==> config.mk <==
export PLATFORM = sky130hd
export DESIGN_NAME = instruction_encoder
export DESIGN_NICKNAME = d
export VERILOG_FILES = /design/src/rtl/instruction_encoder.sv
export SDC_FILE = /design/constraint.sdc
export NUM_CORES = 1
export LEC_CHECK = 0
export CELL_PAD_IN_SITES_DETAIL_PLACEMENT = 1
export CELL_PAD_IN_SITES_GLOBAL_PLACEMENT = 2
export CORE_ASPECT_RATIO = 0.8
export CORE_MARGIN = 5
export CORE_UTILIZATION = 38
export CTS_BUF_LIST = sky130_fd_sc_hd__clkbuf_16
export DETAILED_ROUTE_END_ITERATION = 7
export PLACE_DENSITY = 0.91
export SYNTH_ARGS = -nofsm -noshare
export SYNTH_HDL_FRONTEND = slang
export SYNTH_SLANG_ARGS = --single-unit
==> constraint.sdc <==
create_clock -name clk -period 4.6 [get_ports clk]
set_input_delay 0.46 -clock clk [delete_from_list [all_inputs] [get_ports clk]]
set_output_delay 0.46 -clock clk [all_outputs]
set_load 0.02 [all_outputs]
==> src/rtl/instruction_encoder.sv <==
// Packs decoded RV64 R/I/S/B field sets into 32-bit machine words and streams them
// through a small FIFO into instruction memory over a ready-handshaked write port.
module instruction_encoder #(
    parameter int unsigned FIFO_DEPTH = 4,
    parameter int unsigned ADDR_WIDTH = 10,
    parameter int unsigned BASE_ADDR  = 0
) (
    input  logic                  clk,
    input  logic                  reset,
    input  logic                  start,
    input  logic                  finish,
    input  logic                  in_valid,
    output logic                  in_ready,
    input  logic [1:0]            fmt,
    input  logic [6:0]            opcode,
    input  logic [4:0]            rd,
    input  logic [4:0]            rs1,
    input  logic [4:0]            rs2,
    input  logic [2:0]            funct3,
    input  logic [6:0]            funct7,
    input  logic [63:0]           imm,
    output logic                  mem_we,
    output logic [ADDR_WIDTH-1:0] mem_addr,
    output logic [31:0]           mem_wdata,
    input  logic                  mem_ready,
    output logic [ADDR_WIDTH:0]   count,
    output logic                  err,
    output logic                  done
);
    localparam int unsigned PtrW = (FIFO_DEPTH > 1) ? $clog2(FIFO_DEPTH) : 1;
    localparam logic [ADDR_WIDTH-1:0] BaseAddr = ADDR_WIDTH'(BASE_ADDR);
    localparam logic [PtrW:0] FullOcc = (PtrW + 1)'(FIFO_DEPTH);

    typedef enum logic [1:0] {StIdle, StLoad, StDrain, StDone} state_t;

    state_t          state_q;
    logic [31:0]     fifo_mem [FIFO_DEPTH];
    logic [PtrW-1:0] wr_ptr_q, rd_ptr_q;
    logic [PtrW:0]   occ_q;
    logic [31:0]     word;
    logic            legal, full, empty, accept, push, pop;

    always_comb begin
        word  = '0;
        legal = 1'b1;
        case (fmt)
            2'b00: word = {funct7, rs2, rs1, funct3, rd, opcode};
            2'b01: begin
                word  = {imm[11:0], rs1, funct3, rd, opcode};
                legal = (&imm[63:11]) | ~(|imm[63:11]);
            end
            2'b10: begin
                word  = {imm[11:5], rs2, rs1, funct3, imm[4:0], opcode};
                legal = (&imm[63:11]) | ~(|imm[63:11]);
            end
            default: begin
                word  = {imm[12], imm[10:5], rs2, rs1, funct3, imm[4:1], imm[11], opcode};
                // Branch offsets are in halfwords, so bit 0 cannot be encoded.
                legal = ((&imm[63:12]) | ~(|imm[63:12])) & ~imm[0];
            end
        endcase
    end

    assign full      = (occ_q == FullOcc);
    assign empty     = (occ_q == '0);
    assign in_ready  = (state_q == StLoad) && !full;
    assign accept    = in_valid && in_ready;
    assign push      = accept && legal;
    assign mem_we    = !empty;
    assign mem_wdata = fifo_mem[rd_ptr_q];
    assign pop       = mem_we && mem_ready;

    always_ff @(posedge clk) begin
        if (push) fifo_mem[wr_ptr_q] <= word;
    end

    always_ff @(posedge clk or posedge reset) begin
        if (reset) begin
            wr_ptr_q <= '0;
            rd_ptr_q <= '0;
            occ_q    <= '0;
        end else begin
            if (push) wr_ptr_q <= wr_ptr_q + PtrW'(1);
            if (pop)  rd_ptr_q <= rd_ptr_q + PtrW'(1);
            if (push && !pop)      occ_q <= occ_q + (PtrW + 1)'(1);
            else if (pop && !push) occ_q <= occ_q - (PtrW + 1)'(1);
        end
    end

    always_ff @(posedge clk or posedge reset) begin
        if (reset) begin
            state_q  <= StIdle;
            mem_addr <= BaseAddr;
            count    <= '0;
            err      <= 1'b0;
            done     <= 1'b0;
        end else begin
            done <= 1'b0;
            if (pop) begin
                mem_addr <= mem_addr + ADDR_WIDTH'(1);
                if (count != '1) count <= count + (ADDR_WIDTH + 1)'(1);
            end
            if (accept && !legal) err <= 1'b1;
            case (state_q)
                StIdle: begin
                    if (start) begin
                        state_q  <= StLoad;
                        mem_addr <= BaseAddr;
                        count    <= '0;
                        err      <= 1'b0;
                    end
                end
                StLoad:  if (finish) state_q <= StDrain;
                StDrain: begin
                    if (empty) begin
                        state_q <= StDone;
                        done    <= 1'b1;
                    end
                end
                default: state_q <= StIdle;
            endcase
        end
    end
endmodule
* Yosys cells after proc, flatten, opt, wreduce, memory -nomap -nowiden
Memory sizes are Yosys's and may differ from the RTL's.
Cells that the tools add are included.
** Operators by class
- Add/subtract/negate cells :: 6
- Equal/unequal tests :: 9
- Muxes and demuxes :: 22
- Bitwise gates (word level) :: 6
- Reduce and logical (&&, ||, !) cells :: 22
** Operator list (number)
- case mux 32 bit (3 select lines) :: 1
- AND reduction 53 bit :: 1
- OR reduction 53 bit :: 1
- AND reduction 52 bit :: 1
- OR reduction 52 bit :: 1
- two-way mux 11 bit :: 4
- two-way mux 10 bit :: 3
- adder 11 x 1 -> 11 bit, second input constant :: 1
- inequality test 11 bit, second input constant :: 1
- adder 10 x 1 -> 10 bit, second input constant :: 1
- logical AND 1 bit :: 7
- two-way mux 1 bit :: 7
- two-way mux 2 bit :: 3
- two-way mux 3 bit :: 2
- inequality test 2 bit, second input constant :: 3
- case mux 2 bit (3 select lines) :: 1
- logical NOT 1 bit :: 5
- adder 2 x 1 -> 2 bit, second input constant :: 2
- equality test 2 x 1 -> 1 bit, second input constant :: 2
- equality test 2 bit, second input constant :: 2
- logical NOT 2 bit :: 2
- adder 3 x 1 -> 3 bit, second input constant :: 1
- equality test 3 bit, second input constant :: 1
- logical NOT 3 bit :: 1
- 8 further kinds :: 11
** Storage, ports and cells
- Register bits :: 32
- RAM bits :: 128
- Input port bits :: 104
- Output and inout port bits :: 57
- Memories kept :: 1
** Memory list
- fifo_mem :: words 4, bits a word 32, rd ports 1, clocked after Yosys merged registers in 0, wr ports 1, RTL line 37 : logic [31:0] fifo_mem [FIFO_DEPTH];

* Logic depth before layout (Yosys ltp)
Gate-level depths: netlist of run 1.
- Depth in word-level cells :: 10
- Depth in mapped cells :: 13
- Depth with buffers taken out :: 13

* Worst setup path before layout of run 1
Ideal clock, no wire load.
- Path type :: input to register
- Start point :: input imm[13]
- End point :: memory fifo_mem[0][0], enable pin
- Setup time :: 0.416 ns
- Arrival :: 2.952 ns
- Path slack :: 1.232 ns
- Stages :: 6
- Buffers on the path :: 0
- Cell sequence :: nor4_1 -> nand4_1 -> or4_1 -> o21ai_2 -> a21oi_4 -> nor3b_2
** Between the ends
- Longest elaborated chain between the ends :: 8
- Elaborated cells on any way between the ends :: 13
- Those cells by class :: mux: 3; bitwise: 5; reduce/logical: 5
** Ends and longest elaborated chain
- from (decl) :: RTL line 21 : input logic [63:0] imm,
- OR reduction 52 bit :: RTL line 59 : legal = ((&imm[63:12]) | ~(|imm[63:12])) & ~imm[0];
- inverter 1 bit :: RTL line 59
- bitwise OR 1 bit :: RTL line 59
- bitwise AND 1 bit :: RTL line 59
- case mux 1 bit (2 select lines) * :: RTL line 46 : case (fmt)
- logical AND 1 bit * :: RTL line 68 : assign push = accept && legal;
- two-way mux 1 bit * :: RTL line 74 : if (push) fifo_mem[wr_ptr_q] <= word;
- two-way mux 1 bit (not written as such) * :: RTL line 74
- to (decl) :: RTL line 37
Every way passes the cells marked *; elsewhere a longest branch is shown, timed or not.

* Worst setup path after layout of run 1
- Start point :: register rd_ptr_q[0]
- End point :: output mem_wdata[22]
** Between the ends
- Longest elaborated chain between the ends :: 1
** Ends and longest elaborated chain
- from (decl) :: RTL line 38 : logic [PtrW-1:0] wr_ptr_q, rd_ptr_q;
- from (signal assigned) :: RTL line 84 : if (pop) rd_ptr_q <= rd_ptr_q + PtrW'(1);
- memory read (4 x 32 bit)
- to (decl) :: RTL line 24 : output logic [31:0] mem_wdata,
No other way between the ends.

==> results of run 1 <==
## report_power, final
part	internal, W	leakage, nW	switching, W
Sequential	0.00166	1.57	0.000209
Combinational	0.000777	1.45	0.000669
Clock	0.000904	0.294	0.000552
## final cells by class
class,instances,share of cell area (%)
flip-flops and latches,160,49.3
clock inverters,14,2.03
multi-input cells,233,22.7
well taps,230,3.06
inverters,13,0.518
repair buffers,167,17.8
clock buffers,17,4.52
## state kept, by name, summed over array words and instances, names as in the netlist
register  flops
count        11
done          1
err           1
fifo_mem    128
mem_addr     10
occ_q         3
rd_ptr_q      2
state_q       2
wr_ptr_q      2
## cells in the final DEF (no fill, tap or decap), types with 2 or more instances in the layout
master	instances
clkdlybuf4s50_1	160
edfxtp_1	128
mux4_2	32
dfrtp_1	30
nor2_1	28
nand4_1	24
nand2_1	22
clkbuf_16	17
a22o_1	16
nor4_1	15
ha_1	14
xor2_1	13
inv_1	13
a21oi_1	11
or3_1	6
o21ai_0	6
xnor2_1	6
buf_4	5
nor3b_4	4
bufinv_16	4
clkinv_4	4
nor3_1	3
nor2b_1	3
nand3_1	3
mux2_2	3
and3_1	3
nand2b_1	2
o21ai_2	2
mux2i_1	2
clkinvlp_4	2
clkinv_1	2
buf_12	2
dfrtp_2	2
## kinds of logic (layout without fill, tap and decap cells)
| family | Yosys count | count (layout) | share of synthesized area (%) |
|---|---|---|---|
| compound gates | 43 | 43 | 4.88 |
| xor+xnor | 19 | 19 | 2.42 |
| fa+ha+maj | 15 | 15 | 2.84 |
| buf+inv | 28 | 211 | 1.62 |
| flops | 160 | 160 | 67.6 |
| mux | 37 | 37 | 11.3 |
| simple gates | 119 | 119 | 9.36 |
## layer usage
metal  track usage [%]  routed length [µm]  part of all wire, %
met2              32.5                9480                   53
met5                 0                   0                    0
met1              19.8                7060                   40
met3              4.26                 860                  4.9
met4              5.72                 320                  1.8
## worst max-delay path, delay by kind of cell, from the launching register on
family	cells	cell delay, ns
DFF	1	0.92
buffers and inverters	2	0.93
muxes	1	0.56
## path summary, 6_finish.rpt
path | from | to | slack (ns) | cells after the start
setup / recovery | rd_ptr_q[0] | mem_wdata[22] | 1.29 | 3
hold / removal | reset | mem_addr[2] | 0.44 | 3
setup reg to reg | state_q[1] | occ_q[2] | 1.90 | 12
hold reg to reg | err | err | 0.51 | 1
max in group asynchronous | reset | rd_ptr_q[1] | 3.85 | 3
min in group clk | err | err | 0.51 | 1
## metrics by stage
step	total power (W)	setup WS (ns)	util [%]
after floorplan	0.00268	1.23	-
after global placement	0.00332	1.13	49.0
after detailed placement	0.00337	0.985	49.0
after CTS	0.00483	1.20	52.5
after global routing	0.00500	1.10	52.5
final	0.00477	1.29	52.5
==> run_results.csv, run 1 <==
group,metric,value,unit
power_and_ir_drop,pwr_density_cell,506,mW/mm²
finish,final_cells,834,
worst_setup_path,worstPathRequired,4.14,ns
synthesis,yosysWarnings,0,
floorplanning,die-area,0.0209,mm²
clock_tree,cts_tree,"built",
clock_tree,cts_hold_buf,0,
clock_tree,h-tree-depth,4,
placed_design,place_inst,803,
floorplanning,pin_count,161,
route,drc,0,
synthesis,yosys.area.top_type,"edfxtp_1",
worst_setup_path,crit_path_top_delay_cell,"dfrtp_2",
finish,multi_input_area,0.00214,mm²
global_route,grt_max_degree,34,
global_route,grt_pass1_wl,27800,µm
sta,tightest_slew,1.20,ns
synthesis,yosysMostFrequentCell,"edfxtp_1",
worst_setup_path,arrival,2.85,ns
sta,fin_crit,3.31,ns
clock_tree,clock_latency,0.42,ns
clock_tree,cts_resized,0,
power_and_ir_drop,leakage,3.31,nW
synthesis,avgSynthCellArea,16.3,µm²
finish,fin_area,0.00942,mm²
sta,period_share,71.9,%
global_route,grt_pass1_vias,5055,
worst_setup_path,path_max_fanout,25,
worst_setup_path,critPathKind,"flop to output pin",
route,post_drt_wl_per_cell,21.2,µm
finish,finish.net_count,711,
synthesis,yosysSeqAreaShare,67.6,%
worst_setup_path,start_kind,"flop",
placed_design,place_congestion,0.811,
min_path,hold_path.class,"primary input to asynchronous set/reset pin",
route,vias,4430,
floorplanning,die_x,160,µm
sta,tns,0,ns
synthesis,async_reset_ff_share,20.0,%
floorplanning,core,0.0179,mm²
sta,max_slew_margin,20.2,%
placed_design,post-dp-hpwl,12800,µm
sta,finalClockSkew,0.00772,ns
synthesis,synthCells,421,
floorplanning,initial_utilization,38.3,%
synthesis,yosys.cell_types.count,42,
synthesis,syn_nets,540,
clock_tree,cts_sinks,160,
synthesis,ys.flop_type,"edfxtp_1",
floorplanning,die_h,130,µm
route,wirelength,17700,µm
finish,regArea,0.00465,mm²
sta,fmax,0.302,GHz
finish,antenna-diode-count,0,
global_route,grtUsageTotal,17.4,%
placed_design,postPlaceCellArea,0.00880,mm²
finish,areaGrowthSynthToFinish,37.1,%
clock_tree,clockRootBuffer,"clkbuf_16",
sta,hold_ws,0.437,ns
worst_setup_path,crit_chain,"buf_4 > mux4_2 > clkdlybuf4s50_1",
finish,fill_cells,1716,
clock_tree,cts_max_path_buffers,2,
clock_tree,cts_buffers,17,
clock_tree,cts.clk_slew.worst_paths,0.06,ns
worst_setup_path,slowest_delay,0.92,ns
floorplanning,rows,44,
global_route,antenna_found_initial,0,
route,dr.pass1.iters,4,
synthesis,synth_top_area_share,55.9,%
sta,finalSetupViolCount,0,
power_and_ir_drop,vdd_drop_max,0.272,mV
finish,drive_gt1_share,13.7,%
sta,rsz0062_at_grt,"false",
synthesis,ys_seq_elements,160,
sta,hold_violations,0,
global_route,grt_remaining_overflow,0,
sta,drv_slew,0,
route,drtIter0Drc,238,
route,antenna_left,0,
synthesis,yosys-top-cells-area,"edfxtp_1, dfrtp_1, mux4_2",
clock_tree,postCtsSetupBuffers,0,
worst_setup_path,crit_path_end_kind,"output pin",
job,drv_cap,0,
status,outcome,"complete, no violations",
route,via_per_inst,5.31,
synthesis,synth.top_cells.by_count,"edfxtp_1, dfrtp_1, mux4_2",
synthesis,syn_area,0.00687,mm²
synthesis,synth_edf_count,128,
placed_design,port_buffers,160,
(Power assumes the default switching activity.)
==> run 2, diff against run 1 <==
CORE_UTILIZATION = 35   (was 38)
PLACE_DENSITY = 0.85   (was 0.91)
clock period = 3.4 ns   (was 4.6 ns; I/O delays follow)
==> run_results.csv, run 2 (synthesized netlist as in run 1, its figures left out) <==
group,metric,value,unit
status,outcome,"complete, no violations",
sta,finalClockSkew,0.00440,ns
floorplanning,die_h,135,µm
route,wirelength,17600,µm
sta,finalSetupViolCount,0,
floorplanning,initial_utilization,35.9,%
route,dr.pass1.iters,4,
finish,mostFrequentLayoutCell,"clkdlybuf4s50_1",
placed_design,place_congestion,0.827,
job,drv_cap,0,
worst_setup_path,crit_path_end_kind,"output pin",
route,drc,0,
route,post_drt_wl_per_cell,20.2,µm
finish,areaGrowthSynthToFinish,38.2,%
route,drtIter0Drc,230,
power_and_ir_drop,pwr_density_cell,669,mW/mm²
route,via_per_inst,5.09,
power_and_ir_drop,leakage,3.33,nW
clock_tree,clockRootBuffer,"clkbuf_16",
floorplanning,rows,45,
finish,largestRegisters,"fifo_mem (128), count (11), mem_addr (10)",
power_and_ir_drop,switching_share,30.6,%
sta,drv_slew,0,
global_route,grt_remaining_overflow,0,
clock_tree,cts_max_path_buffers,2,
power_and_ir_drop,vdd_drop_max,0.390,mV
min_path,hold_path.class,"primary input to asynchronous set/reset pin",
route,antenna_left,0,
floorplanning,die_x,167,µm
clock_tree,cts_buffers,17,
finish,mostFrequentLayoutCells,"clkdlybuf4s50_1, edfxtp_1, mux4_2",
placed_design,place_inst,838,
worst_setup_path,start_kind,"flop",
sta,hold_violations,0,
worst_setup_path,path_max_fanout,18,
global_route,grt_pass1_vias,4960,
global_route,grt_max_degree,33,
sta,tightest_slew,0.612,ns
sta,period_share,86.6,%
floorplanning,pin_count,161,
placed_design,post-dp-hpwl,12600,µm
finish,antenna-diode-count,0,
worst_setup_path,worstPathRequired,3.06,ns
clock_tree,cts_hold_buf,0,
finish,regMostFlops,"fifo_mem",
placed_design,port_buffers,160,
clock_tree,cts_sinks,160,
power_and_ir_drop,clkPwrFrac,29.0,%
power_and_ir_drop,power.internal,0.00441,W
sta,tns,0,ns
floorplanning,core,0.0191,mm²
finish,final_cells,870,
sta,rsz0062_at_grt,"false",
floorplanning,die-area,0.0225,mm²
finish,largest_reg_flops,128,
clock_tree,h-tree-depth,4,
global_route,grt_pass1_wl,27400,µm
power_and_ir_drop,combinationalPowerShare,33.0,%
power_and_ir_drop,seq_power_share,38.1,%
clock_tree,cts_tree,"built",
finish,drive_gt1_share,14.4,%
power_and_ir_drop,p_sw,0.00194,W
sta,max_slew_margin,59.2,%
worst_setup_path,critPathKind,"flop to output pin",
route,vias,4429,
finish,finish.net_count,718,
sta,hold_ws,0.322,ns
sta,fmax,0.340,GHz
clock_tree,cts_resized,0,
clock_tree,cts.clk_slew.worst_paths,0.06,ns
global_route,antenna_found_initial,0,
global_route,grtUsageTotal,15.7,%
sta,fin_crit,2.94,ns
clock_tree,postCtsSetupBuffers,0,
clock_tree,clock_latency,0.42,ns
worst_setup_path,arrival,2.60,ns
## run 2: cell type report
cell class | instances | area, µm²
flip-flops and latches | 160 | 4650
clock inverters | 15 | 144
multi-input cells | 233 | 2140
inverters | 13 | 48.8
well taps | 258 | 323
repair buffers | 174 | 1770
fillers | 1905 | 9650
clock buffers | 17 | 425
## run 2: power groups by stage
stage | combinational (W) | sequential, W | clock, W
finish | 0.00209 | 0.00242 | 0.00184
global route | 0.00224 | 0.00245 | 0.00196
CTS | 0.00214 | 0.00243 | 0.00188
detailed placement | 0.00213 | 0.00247 | 0
global placement | 0.00209 | 0.00246 | 0
floorplan | 0.00120 | 0.00243 | 0
## run 2: routing by layer
layer  vias up  global-route usage (%)  wire (µm)
met3        19                    4.35       1010
met1      2245                    18.8       7210
met4         0                    5.18        284
li1       2024                       -          -
met5         -                       0          0
met2       141                    27.8       9110
## run 2: path summary, 6_finish.rpt
check | end | from | cells after the start | slack [ns]
worst min-delay path | mem_addr[9] | reset | 3 | 0.32
max in group asynchronous | rd_ptr_q[0] | reset | 3 | 2.76
worst max register to register | occ_q[2] | state_q[1] | 13 | 1.00
worst max-delay path | mem_wdata[31] | rd_ptr_q[0] | 3 | 0.46
min in group clk | occ_q[2] | occ_q[2] | 1 | 0.52
worst min register to register | occ_q[2] | occ_q[2] | 1 | 0.52
## run 2: stage by stage
stage | util (%) | setup slack, ns | area [µm²] | total power (W)
detailed placement | 46.6 | 0.0884 | 8930 | 0.00460
global route | 49.6 | 0.296 | 9500 | 0.00665
floorplan | - | 0.152 | 6870 | 0.00363
CTS | 49.6 | 0.379 | 9500 | 0.00645
finish | 49.6 | 0.457 | 9500 | 0.00635
global placement | 46.6 | 0.132 | 8930 | 0.00455
## run 2: worst max-delay path, cell delays in order (launching register included)
cell and delay (ns):
dfrtp_2 0.76, buf_12 0.28, mux4_2 0.52, clkdlybuf4s50_1 0.62
==> run 3, diff against run 2 <==
CELL_PAD_IN_SITES_GLOBAL_PLACEMENT = 1   (was 2)
CORE_MARGIN = unset   (was 5)
CORE_UTILIZATION = 43   (was 35)
CTS_BUF_LIST = sky130_fd_sc_hd__clkbuf_8   (was sky130_fd_sc_hd__clkbuf_16)
PLACE_DENSITY = 0.88   (was 0.85)
==> run_results.csv, run 3 (synthesized netlist as in run 1, its figures left out) <==
group,metric,value,unit
status,outcome,"complete, no violations",
floorplanning,die_h,115,µm
finish,regMostFlops,"fifo_mem",
global_route,grt_pass1_vias,5039,
clock_tree,cts_hold_buf,0,
sta,fmax,0.336,GHz
finish,largestRegisters,"fifo_mem (128), count (11), mem_addr (10)",
finish,drive_gt1_share,14.8,%
sta,tightest_slew,0.708,ns
min_path,hold_path.class,"primary input to asynchronous set/reset pin",
finish,largest_reg_flops,128,
worst_setup_path,crit_path_end_kind,"output pin",
sta,drv_slew,0,
global_route,grt_max_degree,33,
finish,finish.net_count,722,
clock_tree,cts_tree,"built",
route,vias,4529,
clock_tree,clockRootBuffer,"clkbuf_8",
placed_design,post-dp-hpwl,12800,µm
floorplanning,die-area,0.0165,mm²
sta,rsz0062_at_grt,"false",
global_route,grt_pass1_wl,26800,µm
clock_tree,cts_resized,0,
worst_setup_path,worstPathRequired,3.06,ns
finish,mostFrequentLayoutCells,"clkdlybuf4s50_1, edfxtp_1, mux4_2",
clock_tree,cts_buffers,17,
sta,period_share,87.6,%
route,dr.pass1.iters,6,
route,drtIter0Drc,279,
floorplanning,core,0.0153,mm²
placed_design,place_congestion,0.808,
sta,tns,0,ns
placed_design,place_inst,794,
sta,hold_ws,0.360,ns
sta,finalClockSkew,0.0110,ns
power_and_ir_drop,leakage,3.30,nW
worst_setup_path,arrival,2.64,ns
finish,mostFrequentLayoutCell,"clkdlybuf4s50_1",
global_route,antenna_found_initial,0,
placed_design,port_buffers,160,
finish,areaGrowthSynthToFinish,35.5,%
clock_tree,h-tree-depth,4,
clock_tree,cts_sinks,160,
route,drc,0,
finish,fill_cells,1467,
power_and_ir_drop,vdd_drop_max,0.344,mV
route,via_per_inst,5.48,
floorplanning,pin_count,161,
finish,final_cells,826,
route,post_drt_wl_per_cell,21.2,µm
sta,fin_crit,2.98,ns
clock_tree,postCtsSetupBuffers,0,
global_route,grt_remaining_overflow,0,
clock_tree,cts_max_path_buffers,2,
clock_tree,cts.clk_slew.worst_paths,0.08,ns
global_route,grtUsageTotal,22.6,%
worst_setup_path,path_max_fanout,20,
route,antenna_left,0,
clock_tree,clock_latency,0.45,ns
sta,finalSetupViolCount,0,
worst_setup_path,start_kind,"flop",
finish,antenna-diode-count,0,
floorplanning,initial_utilization,44.9,%
worst_setup_path,critPathKind,"flop to output pin",
route,wirelength,17500,µm
power_and_ir_drop,pwr_density_cell,644,mW/mm²
floorplanning,rows,40,
sta,max_slew_margin,52.8,%
sta,hold_violations,0,
floorplanning,die_x,143,µm
job,drv_cap,0,
run 3: cell count changes in the layout (fill, tap and decap cells not counted):
cell	change
inv_1	+2
clkbuf_8	+17
clkinv_4	+1
inv_6	-3
buf_4	+4
clkinvlp_4	-3
clkinv_2	+2
clkbuf_16	-17
bufinv_16	+2
clkinv_1	-1
run 3: where the power goes:
group          internal, W  switching [W]  leakage, nW
clock             0.000782       0.000664        0.214
sequential         0.00224       0.000217         1.57
combinational      0.00110       0.000985         1.52
run 3: critical path, cell delays in order, from the launching register on:
cell	delay, ns
dfrtp_2	0.83
buf_4	0.27
mux4_2	0.52
clkdlybuf4s50_1	0.56
run 3: routing by layer:
metal / GRT usage, % / up-vias / routed length, µm
li1: - / 2027 / -
met1: 24.7 / 2341 / 6790
met2: 42.8 / 144 / 9460
met3: 5.04 / 17 / 993
met4: 8.44 / 0 / 267
met5: 0 / - / 0
run 3: final cells by class:
class | instances | area (µm²) | area share (%)
inverter | 13 | 48.8 | 0.524
timing repair buffer | 178 | 1800 | 19.3
sequential | 160 | 4650 | 49.9
clock buffer | 17 | 234 | 2.51
clock inverter | 15 | 178 | 1.91
multi-input combinational | 233 | 2140 | 23.0
tap | 210 | 263 | 2.82
run 3: worst paths after layout:
check	start	endpoint	slack, ns	cells past startpoint
max in group asynchronous	reset	rd_ptr_q[0]	2.71	3
min	reset	count[5]	0.36	3
min in group clk	opcode[3]	fifo_mem[0][3]	0.54	1
min reg2reg	state_q[1]	state_q[1]	0.56	1
max reg2reg	state_q[1]	occ_q[2]	0.87	13
max	rd_ptr_q[0]	mem_wdata[8]	0.42	3
run 3: stage by stage:
step	setup WS, ns	util, %	total power [W]	instance area [µm²]
after global placement	0.182	58.1	0.00452	8900
after CTS	0.315	60.8	0.00607	9310
after detailed placement	0.00645	58.1	0.00462	8900
after global routing	0.253	60.8	0.00626	9310
final	0.420	60.8	0.00599	9310
after floorplan	0.152	-	0.00363	6870
